`config.mk`:
```
export PLATFORM = sky130hd
export DESIGN_NAME = deserializador_6bit
export DESIGN_NICKNAME = d
export VERILOG_FILES = /design/src/rtl/paq_deserializador.sv /design/src/rtl/deserializador_6bit_registro_salida.sv /design/src/rtl/deserializador_6bit.sv
export SDC_FILE = /design/constraint.sdc
export NUM_CORES = 1
export LEC_CHECK = 0
export ABC_CLOCK_PERIOD_IN_PS = 900
export CAP_MARGIN = 20
export CORE_ASPECT_RATIO = 0.8
export CORE_MARGIN = 3
export CORE_UTILIZATION = 50
export DETAILED_ROUTE_END_ITERATION = 10
export GPL_TIMING_DRIVEN = 1
export HOLD_SLACK_MARGIN = 0.05
export PLACE_DENSITY = 0.72
export SYNTH_ARGS = -nofsm -noshare
export SYNTH_HDL_FRONTEND = slang
export SYNTH_SLANG_ARGS = --single-unit
```
`constraint.sdc`:
```
create_clock -name Reloj -period 0.9 [get_ports Reloj]
set_clock_uncertainty 0.1 [all_clocks]
set_input_delay 0.18 -clock Reloj [delete_from_list [all_inputs] [get_ports Reloj]]
set_output_delay 0.18 -clock Reloj [all_outputs]
set_load 0.01 [all_outputs]
```
`src/rtl/paq_deserializador.sv`:
```
// Shared types and constants for the framed 6-bit serial deserializer.
package paq_deserializador;

   localparam int ANCHO_PALABRA = 6;
   localparam int ANCHO_CONT    = $clog2(ANCHO_PALABRA + 1);

   localparam logic LINEA_REPOSO = 1'b1;
   localparam logic BIT_INICIO   = 1'b0;

   typedef enum logic [1:0] {
      REPOSO,
      DATOS,
      PARIDAD,
      PARADA
   } estado_t;

endpackage

```
`src/rtl/deserializador_6bit_registro_salida.sv`:
```
// Palabra/Valido holding register with valid/ready handshake and overrun pulse.
module registro_salida_vr #(
   parameter int ANCHO = 6
) (
   input  logic             reloj,
   input  logic             rst_n,
   input  logic             entrega,
   input  logic [ANCHO-1:0] dato,
   input  logic             listo,
   output logic [ANCHO-1:0] palabra,
   output logic             valido,
   output logic             desborde
);

   always_ff @(posedge reloj or negedge rst_n) begin
      if (!rst_n) begin
         palabra  <= '0;
         valido   <= 1'b0;
         desborde <= 1'b0;
      end else begin
         desborde <= 1'b0;
         if (entrega) begin
            // A word consumed in this same cycle frees the slot for the new one.
            if (!valido || listo) begin
               palabra <= dato;
               valido  <= 1'b1;
            end else begin
               desborde <= 1'b1;
            end
         end else if (valido && listo) begin
            valido <= 1'b0;
         end
      end
   end

endmodule

```
`src/rtl/deserializador_6bit.sv`:
```
// Framed serial-to-parallel receiver feeding the 6-bit comparator.
// Optional parity bit and check built when DESERIALIZADOR_PARIDAD_EN is defined.
//
// state   | meaning
// REPOSO  | line idle, waiting for a start bit on a strobe
// DATOS   | shifting in ANCHO data bits, LSB first
// PARIDAD | checking the parity bit (macro builds only)
// PARADA  | checking the stop bit, then deliver or flag ErrorTrama
module deserializador_6bit
   import paq_deserializador::*;
#(
   parameter int ANCHO = ANCHO_PALABRA
`ifdef DESERIALIZADOR_PARIDAD_EN
   ,
   parameter bit PARIDAD_IMPAR = 1'b0
`endif
) (
   input  logic             Reloj,
   input  logic             nReset,
   input  logic             DatoSerie,
   input  logic             Muestra,
   input  logic             Listo,
   output logic [ANCHO-1:0] Palabra,
   output logic             Valido,
   output logic             ErrorTrama,
   output logic             Desborde
);

   logic [1:0]            rst_sinc;
   logic                  rst_n;
   estado_t               estado;
   logic [ANCHO_CONT-1:0] contador;
   logic [ANCHO-1:0]      desplaz;
   logic                  entrega;

`ifdef DESERIALIZADOR_PARIDAD_EN
   logic error_par;
`else
   localparam logic error_par = 1'b0;
`endif

   // Reset asserts asynchronously everywhere but releases on a clock edge.
   always_ff @(posedge Reloj or negedge nReset) begin
      if (!nReset) begin
         rst_sinc <= 2'b00;
      end else begin
         rst_sinc <= {rst_sinc[0], 1'b1};
      end
   end

   assign rst_n = rst_sinc[1];

   always_comb begin
      entrega = 1'b0;
      if (Muestra && (estado == PARADA) && (DatoSerie == LINEA_REPOSO) && !error_par) begin
         entrega = 1'b1;
      end
   end

   always_ff @(posedge Reloj or negedge rst_n) begin
      if (!rst_n) begin
         estado     <= REPOSO;
         contador   <= '0;
         desplaz    <= '0;
         ErrorTrama <= 1'b0;
`ifdef DESERIALIZADOR_PARIDAD_EN
         error_par  <= 1'b0;
`endif
      end else begin
         ErrorTrama <= 1'b0;
         if (Muestra) begin
            unique case (estado)
               REPOSO: begin
                  if (DatoSerie == BIT_INICIO) begin
                     estado   <= DATOS;
                     contador <= '0;
`ifdef DESERIALIZADOR_PARIDAD_EN
                     error_par <= 1'b0;
`endif
                  end
               end
               DATOS: begin
                  desplaz  <= {DatoSerie, desplaz[ANCHO-1:1]};
                  contador <= contador + ANCHO_CONT'(1);
                  if (contador == ANCHO_CONT'(ANCHO - 1)) begin
`ifdef DESERIALIZADOR_PARIDAD_EN
                     estado <= PARIDAD;
`else
                     estado <= PARADA;
`endif
                  end
               end
               PARIDAD: begin
`ifdef DESERIALIZADOR_PARIDAD_EN
                  error_par <= (DatoSerie != ((^desplaz) ^ PARIDAD_IMPAR));
`endif
                  estado <= PARADA;
               end
               PARADA: begin
                  // Bad stop bit or recorded parity error: drop the word.
                  if (!entrega) begin
                     ErrorTrama <= 1'b1;
                  end
                  estado <= REPOSO;
               end
               default: begin
                  estado <= REPOSO;
               end
            endcase
         end
      end
   end

   registro_salida_vr #(
      .ANCHO(ANCHO)
   ) u_registro_salida (
      .reloj    (Reloj),
      .rst_n    (rst_n),
      .entrega  (entrega),
      .dato     (desplaz),
      .listo    (Listo),
      .palabra  (Palabra),
      .valido   (Valido),
      .desborde (Desborde)
   );

endmodule

```
---- After elaboration in Yosys (flattened, before gate mapping) ----
Index checks and enable logic that the tools add are counted.
storage, ports and cells
  bits of input ports ..................... 5
  logic and storage cells ................. 43
  register bits after elaboration ......... 22
  output and inout port bits .............. 9
cells by class
  add/sub/neg operators ................... 1
  muxes and demuxes ....................... 14
  eq/ne operators ......................... 7
  reductions and logical operators ........ 13
operator list
  cell                                            count
  two-way mux 1 bit                               9
  case mux 2 bit (4 select lines)                 1
  case mux 3 bit (2 select lines)                 1
  AND reduction 2 bit                             3
  AND reduction 3 bit                             2
  == test 2 bit (second input constant)           2
  two-way mux 2 bit                               2
  != test 2 bit (second input constant)           2
  nonzero test 2 bit                              2
  adder 3 x 1 -> 3 bit (second input constant)    1
  == test 3 bit (second input constant)           1
  logical AND 1 bit                               3
  two-way mux 3 bit                               1
  == test 2 x 1 -> 1 bit (second input constant)  1
  zero test 2 bit                                 1
  != test 2 x 1 -> 1 bit (second input constant)  1
  zero test 1 bit                                 1
  logical OR 1 bit                                1

---- Logic depth before layout (Yosys ltp) ----
  word-level depth ........................ 7
  gate-level depth with buffers ........... 5

---- Hierarchy ----
A second synthesis with hierarchy kept.
unflattened totals
  cell total of the unflattened synthesis .. 68
  area total of the unflattened synthesis .. 945.9 µm²
modules (own cells, without submodules)
  module               seq. area each (µm²)  area each (µm²)  cells each  instances
  deserializador_6bit  350.3                 619.3            49          1
  registro_salida_vr   200.2                 326.6            19          1

---- Worst setup path after synthesis ----
OpenSTA, ideal clock, no wires.
  path type ............................... register -> register
  start ................................... reg estado[0]
  end ..................................... reg estado[1]
  stages on the path, launching flop included .. 6
  path buffers ............................ 0
  slack ................................... -0.642 ns
  setup time .............................. 0.125 ns
  arrival time ............................ 1.317 ns
  cell sequence ........................... dfrtp_1 > inv_1 > ha_1 > a21bo_2 > a21oi_4 > mux2_2
on the way
  longest elaborated chain between the ends .. 3
  elaborated cells between the ends (all ways) .. 8
  those cells by class .................... eq/ne (5); mux (1); reduce/logical (2)
ends and longest elaborated chain
  item                                                              RTL line                   text
  start: declaration                                                deserializador_6bit.sv:31  estado_t estado;
  start signal: assignment                                          deserializador_6bit.sv:62  estado <= REPOSO;
  start signal: assignment                                          deserializador_6bit.sv:75  estado <= DATOS;
  start signal: assignment                                          deserializador_6bit.sv:89  estado <= PARADA;
  == test 2 x 1 -> 1 bit / zero test 2 bit (equally long branches)  deserializador_6bit.sv:72  unique case (estado)
  != test 2 bit (no line)                                           n/a
  AND reduction 3 bit (no line)                                     n/a
Several ways; a longest one is shown, not always the timed one.
A chain may end at the register's enable or synchronous reset.

---- Worst setup path after layout ----
  start ................................... reg estado[1]
  end ..................................... reg estado[1]
The elaborated chain is that of the path after synthesis.

==> flow_summary_export.csv <==
group,metric,value,unit
outcome,status,"finished with violations",
outcome,violations,"hold timing, setup timing",
timing,setup_viol,29,
detailed_routing,drt_iter0_drc,8,
worst_setup_path,timing.setup.critical_path_class,"flip-flop to flip-flop",
detailed_routing,drtAntennaViolNets,0,
pwr,finalPower,4.10,mW
synthesis,synth_cells,68,
worst_setup_path,r2r_start,"estado[1]$_DFFE_PN0P_",
clock_network,cts_root_buf,"clkbuf_4",
worst_setup_path,startpoint,"estado[1]$_DFFE_PN0P_",
worst_setup_path,r2r_cells,5,
timing,min_period,1.58,ns
clock_network,cts_buffers,3,
global_routing,grt-ovfl-total,0,
floorplan,start_util,0.550,
synthesis,synthXorXnorAreaFrac,0,
detailed_routing,first_pass_iters,4,
synthesis,synth_top_family_by_area,"multiplexers",
hold_path,hold_class,"flip-flop to async pin",
synthesis,ys_top_cells_by_area,"dfrtp_1 59%, mux2_2 16%, ha_1 6.7%",
timing,fin_hold_ws,-0.0155,ns
timing,fin_crit_sh,1.76,
layout,area_growth,37.8,%
clock_network,cts_buffer_depth,2,
layout,fin_cells,126,
global_routing,grt_pass1_wl,3060,um
timing,fmax,631,MHz
synthesis,synth_nets,78,
synthesis,synth_edf_count,0,
global_routing,antenna_found_initial,0,
layout,drive_gt1_frac,0.519,
clock_network,cts.clk_slew.worst_paths,0.11,ns
detailed_routing,wl_per_cell,14.2,um
synthesis,yosysUniqueCellTypes,19,
pwr,irDropWorstVdd,1850,uV
detailed_routing,vias,643,
synthesis,synthFlopType,"dfrtp_1",
synthesis,synth_seq_cells,22,
synthesis,synth.avg_cell_area,13.7,um2
timing,final_hold_viol_count,3,
worst_setup_path,crit_arrival,1.69,ns
timing,rsz0062_at_grt,"true",
clock_network,cts_tree,"yes",
pwr,power_density,3200,nW/um2
clock_network,ctsHtreeMaxLevel,1,
pwr,p_leak,0.621,nW
placement,hpwl,1330,um
clock_network,insertion_delay,0.30,ns
floorplan,rows,13,
floorplan,core,1690,um2
placement,gp_congestion,0.682,
detailed_routing,drc,0,
global_routing,grt_pass1_vias,692,
worst_setup_path,r2r-end,"estado[1]$_DFFE_PN0P_",
worst_setup_path,cp-endpoint,"estado[1]$_DFFE_PN0P_",
clock_network,hold_buffers,1,
placement,place_area,1210,um2
global_routing,globalRouteTotalUtil,0.183,
synthesis,syn-cell-area,930,um2
worst_setup_path,cp-start-kind,"flip-flop",
worst_setup_path,worstPathMaxFanout,4,
synthesis,synth_top_area_frac,0.592,
synthesis,synthMuxAreaShare,0.168,
layout,final_nets,115,
synthesis,async_reset_ff_frac,1.00,
synthesis,yosysSeqAreaShare,0.592,
layout,antennaDiodeCount,0,
timing,layout_setup_ws,-0.684,ns
floorplan,io_pins,14,
synthesis,yosysWarnings,0,
synthesis,synth-compound-area-share,0.0767,
synthesis,synth-simple-area-share,0.0713,
floorplan,dieArea,2420,um2
timing,setup_tns,-12.67,ns
placement,port_buffers,13,
floorplan,fp.dieH,44.6,um
worst_setup_path,cp.required,1.00,ns
detailed_routing,wl,1790,um
placement,dp.cells,115,
floorplan,die_x,54.2,um
synthesis,synth_fa_ha_area_frac,0.0673,
timing,slew_violations,0,
worst_setup_path,rrSetupSlack,-0.68,ns
worst_setup_path,critPathCaptureType,"flip-flop",
clock_network,cts_sinks,22,
placement,post-place-ws,-0.794,ns
layout,fin_area,1280,um2
run,maxCapViolCount,0,
global_routing,grt_max_degree,18,
detailed_routing,viasPerCell,5.10,
synthesis,yosysTopAreaCell,"dfrtp_1",
[flip-flops by register name, summed over array words and instances (netlist names)]
signal	flops
u_registro_salida.palabra	6
estado	2
ErrorTrama	1
contador	3
desplaz	6
u_registro_salida.desborde	1
rst_sinc	2
u_registro_salida.valido	1
[timing repair]
action,CTS,global route
pin swaps,2,1
setup buffers,4,2
gates resized for setup,41,3
endpoints found under the hold margin,5,3
endpoints found under the setup margin,29,29
[cells by family (layout without fill, tap and decap cells)]
kind of cell	Yosys count	in the layout
AO/OA/AOI/OAI	9	9
buffers and inverters	4	40
AND/OR/NAND/NOR	13	13
flip-flops	22	22
adder cells (fa/ha/maj)	5	5
multiplexers	14	14
other	1	1
[power by group]
part	total [mW]	switching, mW	internal (mW)
clock	0.532	0.285	0.247
sequential	1.65	0.253	1.39
combinational	1.92	0.791	1.13
total	4.10	1.33	2.77
[synth_stat cells, types with 3 or more instances]
| library cell | n |
|---|---|
| ha_1 | 5 |
| dfrtp_1 | 22 |
| nor2_1 | 3 |
| mux2_2 | 13 |
| inv_1 | 3 |
| nand2_1 | 6 |
| o21ai_0 | 4 |
[cell usage in the layout, fill, tap and decap left out, types with 2 or more instances in the layout]
master / n
nand2_1: 4
dfrtp_1: 22
buf_2: 8
buf_6: 2
nor2_1: 3
clkdlybuf4s50_1: 4
o21ai_0: 3
nand2_2: 2
buf_4: 17
ha_1: 3
clkbuf_4: 3
inv_1: 2
mux2_2: 12
[critical path, stage by stage, from the launching register on]
cell and delay (ns):
dfrtp_1 0.41, inv_1 0.10, ha_4 0.17, a21bo_4 0.23, a21oi_4 0.15, mux2_4 0.31
[stage by stage]
step                hold WS (ns)   util
detailed placement       -0.0216  0.714
global placement         -0.0220  0.714
CTS                      -0.0118  0.745
floorplan                 -0.216      -
finish                   -0.0155  0.757
global route            -0.00513  0.757
[how the worst min path moves through the flow]
stage,start,endpoint,slack [ns],cells past startpoint
after global routing,rst_sinc[1]$_DFF_PN0_,contador[0]$_DFFE_PN0P_,-0.005,0
after detailed placement,rst_sinc[1]$_DFF_PN0_,contador[1]$_DFFE_PN0P_,-0.02,0
after CTS,rst_sinc[1]$_DFF_PN0_,contador[1]$_DFFE_PN0P_,-0.01,0
after global placement,rst_sinc[1]$_DFF_PN0_,contador[0]$_DFFE_PN0P_,-0.02,0
after floorplan,nReset,rst_sinc[0]$_DFF_PN0_,-0.22,0
final,rst_sinc[1]$_DFF_PN0_,contador[1]$_DFFE_PN0P_,-0.02,0
[layer usage]
layer,track usage,part of all wire,vias up
met5,0,0,-
met4,0.0597,0.010,0
met3,0.0640,0.054,4
met2,0.305,0.50,12
met1,0.219,0.44,321
li1,-,-,306
[cell type report]
class / count / area [um2]
clock buffers: 4 / 36.3
fillers: 112 / 410
inverters: 3 / 11.3
multi-input cells: 42 / 395
flip-flops and latches: 22 / 551
well taps: 22 / 27.5
repair buffers: 33 / 260
(Power assumes the default switching activity.)
